==> config.mk <==
export PLATFORM = sky130hd
export DESIGN_NAME = regfile_wb_scheduler
export DESIGN_NICKNAME = d
export VERILOG_FILES = /design/src/rtl/regfile_wb_scheduler.sv
export SDC_FILE = /design/constraint.sdc
export NUM_CORES = 1
export LEC_CHECK = 0
export BUFFER_PORTS_ARGS = -buffer_cell sky130_fd_sc_hd__buf_2
export CAP_MARGIN = 30
export CORE_MARGIN = 5
export CORE_UTILIZATION = 30
export DETAILED_ROUTE_END_ITERATION = 16
export MAX_ROUTING_LAYER = met4
export PLACE_DENSITY = 0.52
export SLEW_MARGIN = 20
export SYNTH_ARGS = -nofsm -noshare
export SYNTH_HDL_FRONTEND = slang
export SYNTH_SLANG_ARGS = --single-unit
==> constraint.sdc <==
create_clock -name clk -period 5.85 [get_ports clk]
set_input_delay 0.2925 -clock clk [delete_from_list [all_inputs] [get_ports clk]]
set_output_delay 0.2925 -clock clk [all_outputs]
set_load 0.03 [all_outputs]
==> src/rtl/regfile_wb_scheduler.sv <==
// ---------------------------------------------------------------------------
// regfile_wb_scheduler
//
// Purpose:
//   Owns the single write port of the integer register file. Writebacks from
//   the ALU and the load/store unit are arbitrated round-robin under
//   contention and are accepted through a valid/ready handshake. An accepted
//   result is driven onto a registered write port one cycle later. A
//   per-register pending scoreboard lets decode detect read-after-write
//   hazards on its two source operands.
//
// Ports:
//   clk          clock, all state updates on the rising edge
//   rst          asynchronous active-low reset
//   alu_valid    ALU result available
//   alu_rd       ALU destination register
//   alu_data     ALU result
//   alu_ready    ALU result accepted this cycle
//   lsu_valid    load data available
//   lsu_rd       load destination register
//   lsu_data     load data
//   lsu_ready    load result accepted this cycle
//   issue_valid  decode issues an instruction that writes issue_rd
//   issue_rd     destination of the issued instruction
//   flush        synchronous clear of the whole scoreboard
//   rs1, rs2     decode source registers
//   hazard1/2    source value in the register file is not yet valid
//   wb_en        register-file write enable
//   wb_addr      register-file write address
//   wb_data      register-file write data
// ---------------------------------------------------------------------------
module regfile_wb_scheduler #(
   parameter int XLEN  = 32,
   parameter int NREGS = 32,
   parameter int AW    = 5
) (
   input  logic            clk,
   input  logic            rst,
   input  logic            alu_valid,
   input  logic [AW-1:0]   alu_rd,
   input  logic [XLEN-1:0] alu_data,
   output logic            alu_ready,
   input  logic            lsu_valid,
   input  logic [AW-1:0]   lsu_rd,
   input  logic [XLEN-1:0] lsu_data,
   output logic            lsu_ready,
   input  logic            issue_valid,
   input  logic [AW-1:0]   issue_rd,
   input  logic            flush,
   input  logic [AW-1:0]   rs1,
   input  logic [AW-1:0]   rs2,
   output logic            hazard1,
   output logic            hazard2,
   output logic            wb_en,
   output logic [AW-1:0]   wb_addr,
   output logic [XLEN-1:0] wb_data
);

   // Round-robin pointer: names the requester that wins the next contention.
   typedef enum logic {
      PTR_ALU = 1'b0,
      PTR_LSU = 1'b1
   } rr_ptr_e;

   localparam logic [AW-1:0]    REG_ZERO  = {AW{1'b0}};
   localparam logic [NREGS-1:0] MASK_ZERO = {NREGS{1'b0}};
   localparam logic [NREGS-1:0] MASK_ONE  = {{(NREGS-1){1'b0}}, 1'b1};

   rr_ptr_e          ptr_q,     ptr_d;
   logic             wb_en_q,   wb_en_d;
   logic [AW-1:0]    wb_addr_q, wb_addr_d;
   logic [XLEN-1:0]  wb_data_q, wb_data_d;
   logic [NREGS-1:0] pending_q, pending_d;

   logic             alu_gnt_s;
   logic             lsu_gnt_s;
   logic             xfer_s;
   logic [AW-1:0]    xfer_rd_s;
   logic [XLEN-1:0]  xfer_data_s;
   logic [NREGS-1:0] clr_mask_s;
   logic [NREGS-1:0] set_mask_s;

   // Arbitration: a lone requester wins; under contention the pointer decides.
   always_comb begin
      alu_gnt_s = 1'b0;
      lsu_gnt_s = 1'b0;
      if (alu_valid && lsu_valid) begin
         if (ptr_q == PTR_LSU) begin
            lsu_gnt_s = 1'b1;
         end else begin
            alu_gnt_s = 1'b1;
         end
      end else if (alu_valid) begin
         alu_gnt_s = 1'b1;
      end else if (lsu_valid) begin
         lsu_gnt_s = 1'b1;
      end else begin
         alu_gnt_s = 1'b0;
         lsu_gnt_s = 1'b0;
      end
   end

   // Readies are gated by reset directly so they fall the instant reset asserts,
   // without waiting for any flop to change.
   assign alu_ready = alu_gnt_s & rst;
   assign lsu_ready = lsu_gnt_s & rst;
   assign xfer_s    = alu_ready | lsu_ready;

   // Mux the winning requester's destination and data.
   always_comb begin
      xfer_rd_s   = alu_rd;
      xfer_data_s = alu_data;
      if (lsu_ready) begin
         xfer_rd_s   = lsu_rd;
         xfer_data_s = lsu_data;
      end else begin
         xfer_rd_s   = alu_rd;
         xfer_data_s = alu_data;
      end
   end

   // Pointer moves only after a contended grant; single grants leave it alone.
   always_comb begin
      ptr_d = ptr_q;
      if (alu_valid && lsu_valid) begin
         ptr_d = (ptr_q == PTR_LSU) ? PTR_ALU : PTR_LSU;
      end else begin
         ptr_d = ptr_q;
      end
   end

   // Write-port next state: a transfer to x0 is consumed without a write.
   always_comb begin
      wb_en_d   = 1'b0;
      wb_addr_d = wb_addr_q;
      wb_data_d = wb_data_q;
      if (xfer_s) begin
         wb_en_d   = (xfer_rd_s != REG_ZERO);
         wb_addr_d = xfer_rd_s;
         wb_data_d = xfer_data_s;
      end else begin
         wb_en_d   = 1'b0;
         wb_addr_d = wb_addr_q;
         wb_data_d = wb_data_q;
      end
   end

   // Scoreboard clear mask from a transfer to a non-zero register.
   always_comb begin
      clr_mask_s = MASK_ZERO;
      if (xfer_s && (xfer_rd_s != REG_ZERO)) begin
         clr_mask_s = MASK_ONE << xfer_rd_s;
      end else begin
         clr_mask_s = MASK_ZERO;
      end
   end

   // Scoreboard set mask from an issue to a non-zero register.
   always_comb begin
      set_mask_s = MASK_ZERO;
      if (issue_valid && (issue_rd != REG_ZERO)) begin
         set_mask_s = MASK_ONE << issue_rd;
      end else begin
         set_mask_s = MASK_ZERO;
      end
   end

   // Set is applied last so it beats both a same-register clear and a flush:
   // the issuing instruction is the newest producer and is post-flush.
   always_comb begin
      pending_d = pending_q;
      if (flush) begin
         pending_d = MASK_ZERO;
      end else begin
         pending_d = pending_q & ~clr_mask_s;
      end
      pending_d = (pending_d | set_mask_s) & ~MASK_ONE;
   end

   // State registers with asynchronous active-low reset.
   always_ff @(posedge clk or negedge rst) begin
      if (!rst) begin
         ptr_q     <= PTR_LSU;
         wb_en_q   <= 1'b0;
         wb_addr_q <= REG_ZERO;
         wb_data_q <= {XLEN{1'b0}};
         pending_q <= MASK_ZERO;
      end else begin
         ptr_q     <= ptr_d;
         wb_en_q   <= wb_en_d;
         wb_addr_q <= wb_addr_d;
         wb_data_q <= wb_data_d;
         pending_q <= pending_d;
      end
   end

   assign wb_en   = wb_en_q;
   assign wb_addr = wb_addr_q;
   assign wb_data = wb_data_q;

   // The write-port term covers the cycle where accepted data sits in the
   // write-port registers and has not yet been stored in the register file.
   assign hazard1 = (rs1 != REG_ZERO) &
                    (pending_q[rs1] | (wb_en_q & (wb_addr_q == rs1)));
   assign hazard2 = (rs2 != REG_ZERO) &
                    (pending_q[rs2] | (wb_en_q & (wb_addr_q == rs2)));

endmodule

==> results.toml <==
[run_status]
status = "completed"

[worst_setup_path]
critical_path.max_fanout = 49
arrival_ps = 3430
critPathSlowestCell = "mux2i_2"
r2r-start = "ptr_q"
timing.rr.end = "pending_q[25]"
r2r_slack_ps = 3190
cp_slowest_stage_delay_ps = 790
ff2ff_path_depth = 5
critPathBufInv = 3
critical_path.endpoint_type = "flop"
cp.required_ps = 6070
crit_family = "buffers and inverters"
crit_type = "in2reg"
cp_cell_sequence = "dlygate4sd3_1 -> buf_4 -> buf_16 -> nand2_4 -> nor2_8 -> mux2i_2 -> nand3_1 -> a31o_2"
start_kind = "input port"

[drt]
first_pass_iters = 8
routed_wl_microns = 12400
drc = 0
wl_per_cell_microns = 17.9
antenna_left = 0
drtIter0Drc = 291
vias = 3739
avgViaCountPerCell = 5.41

[yosys]
synth-seq-cells = 70
synth-async-reset-ratio_pct = 100
synthesis.nets = 477
synth_area_leaders = "dfrtp_1 43%, a222oi_1 7.3%, mux4_2 6.2%"
synth.top_cell.area_share_pct = 43.3
synth_area_per_cell_sq_um = 10.4
synthesis.area_sq_um = 3990
synth-main-ff-cell = "dfrtp_1"
ys_seq_area_share_pct = 44.0
yosys.area.top_type = "dfrtp_1"
syn_inst = 382
synth_edf_count = 0
synth.distinct_cells = 54
yosysWarnings = 0

[timing]
min_period_ps = 3210
finalCritPeriodShare_pct = 54.8
relSlewSlack_pct = 42.5
setup_violations = 0
drv_slew = 0
rsz0062_at_grt = "no"
skew_ps = 4.14
worst_pin_slew_ps = 863
clock.fmax_mhz = 312
hold_viol_final = 0
fin_setup_tns_ps = 0

[floorplanning]
core_area_sq_um = 13100
rows = 42
dieArea_sq_um = 15700
die_width_microns = 125
die_height_microns = 125
ios = 137
initial_core_util_pct = 30.3

[global_routing]
grt_usage_pct = 16.3
grt_pass1_vias = 3900
overflow = 0
grt_pass1_wl_microns = 20200
grt_antenna_before_repair = 0
grt_max_degree = 75

[min_path]
hold_class = "in2reg"
min_from = "lsu_data[19]"
whs_endpoint = "wb_data[19]"
worstHoldPathCells = 3

[power_and_ir_drop]
pwr-share-seq_pct = 37.7
switching_share_pct = 34.5
vdd_drop_max_uv = 160
power.internal_mw = 1.03
power_switching_mw = 0.544
comb_power_share_pct = 27.1
p_leak_nw = 2.42
total_power_mw = 1.58
power_density_nw_per_um2 = 304
pwr-share-clk_pct = 35.1

[final_layout]
drive_gt1_share_pct = 36.9
fin_nets = 605
multi_input_area_sq_um = 2030
layout_commonest_cell = "buf_2"
area_growth_syn_to_layout_pct = 30.2
mostFrequentLayoutCells = "135 x buf_2, 69 x dfrtp_1, 32 x inv_1"
final_area_sq_um = 5190
num_antenna_cells = 0
seqCellArea_sq_um = 1750
final_core_util_pct = 39.5
fillers = 1320

[placement]
globalplace.congestion = 0.837
port_buffers = 136
place_area_sq_um = 4850
dpl.hpwl_microns = 9270

[clock_network]
cts_buffers = 9
cts_tree = "yes"
cts_setup_buffers = 0
htree_num_levels = 3
clock_path_buffers = 2
cts.clk_slew.worst_paths_ps = 60
cts_root_buf = "clkbuf_16"
clock_latency_ps = 330
cts_sinks = 70

[run]
maxCapViolations = 0
## sequential cells by signal, summed over array words and instances, names as in the netlist
register   cells
pending_q     31
ptr_q          1
wb_addr        5
wb_data       32
wb_en          1
## routing by layer
metal	share of wire, %	GRT usage (%)	vias to the layer above
li1	-	-	1738
met1	45	21.7	1824
met2	47	25.2	158
met3	6.4	2.35	19
met4	2.0	6.51	0
met5	0	-	-
## per-stage QoR
step / instances / setup slack (ps) / hold WS, ps
2_1_floorplan: 382 / 3530 / -3.09
3_3_place_gp: 671 / 2700 / 463
3_5_place_dp: 673 / 2580 / 480
4_1_cts: 689 / 2930 / 154
5_1_grt: 691 / 2340 / 170
6_report: 691 / 2640 / 174
## area by class of cell
class | count | area share, %
clock buffers | 9 | 4.34
repair buffers | 140 | 14.6
multi-input cells | 256 | 39.1
inverters | 33 | 2.39
flip-flops and latches | 70 | 33.8
clock inverters | 7 | 1.57
well taps | 176 | 4.24
## what timing repair did
item	CTS	global route
hold buffers	0	1
endpoints found under the hold margin	0	25
gates resized for setup	0	0
endpoints found under the setup margin	0	0
## worst register-to-register path, stage by stage (launching register included)
cell,delay (ps)
dfstp_2,560
and2b_4,230
nor2_8,500
mux2i_2,790
nand3_1,170
a31o_2,300
## power by group through the flow
stage	Clock (mW)	Combinational [mW]	Sequential, mW
global placement	0	0.419	0.601
floorplan	0	0.171	0.699
detailed placement	0	0.430	0.600
global route	0.595	0.465	0.602
finish	0.555	0.428	0.595
CTS	0.572	0.429	0.594
## cell families after synthesis
group	count (synthesis)	share of synthesized area, %
buffers and inverters	56	5.56
flip-flops	70	44.0
AND/OR/NAND/NOR	116	15.8
AO/OA/AOI/OAI	97	20.5
multiplexers	32	11.7
XOR/XNOR	11	2.42
## cells in the mapped netlist, types with 4 or more instances
master and number:
dfrtp_1 69, a21oi_1 6, nand4b_1 5, xor2_1 8, mux4_2 11, mux2_2 4
a31o_2 8, a222oi_1 29, o21ai_0 15, a32o_1 17, inv_1 32, nor2_1 19
nand2b_1 7, mux2i_1 16, nand2_1 23, nand3_1 31, clkbuf_1 14, buf_2 6
nor2b_1 5
## how the worst max path moves through the flow
| stage | startpoint | cells after the start | slack (ps) | endpoint |
|---|---|---|---|---|
| after CTS | rst | 6 | 2930 | pending_q[25] |
| after floorplan | wb_addr[4] | 5 | 3530 | hazard2 |
| after detailed placement | rst | 6 | 2580 | pending_q[25] |
| after global routing | rst | 8 | 2340 | pending_q[28] |
| final | rst | 8 | 2640 | pending_q[25] |
| after global placement | rst | 6 | 2700 | pending_q[4] |
Note: power is estimated with default switching activity, not from simulation.
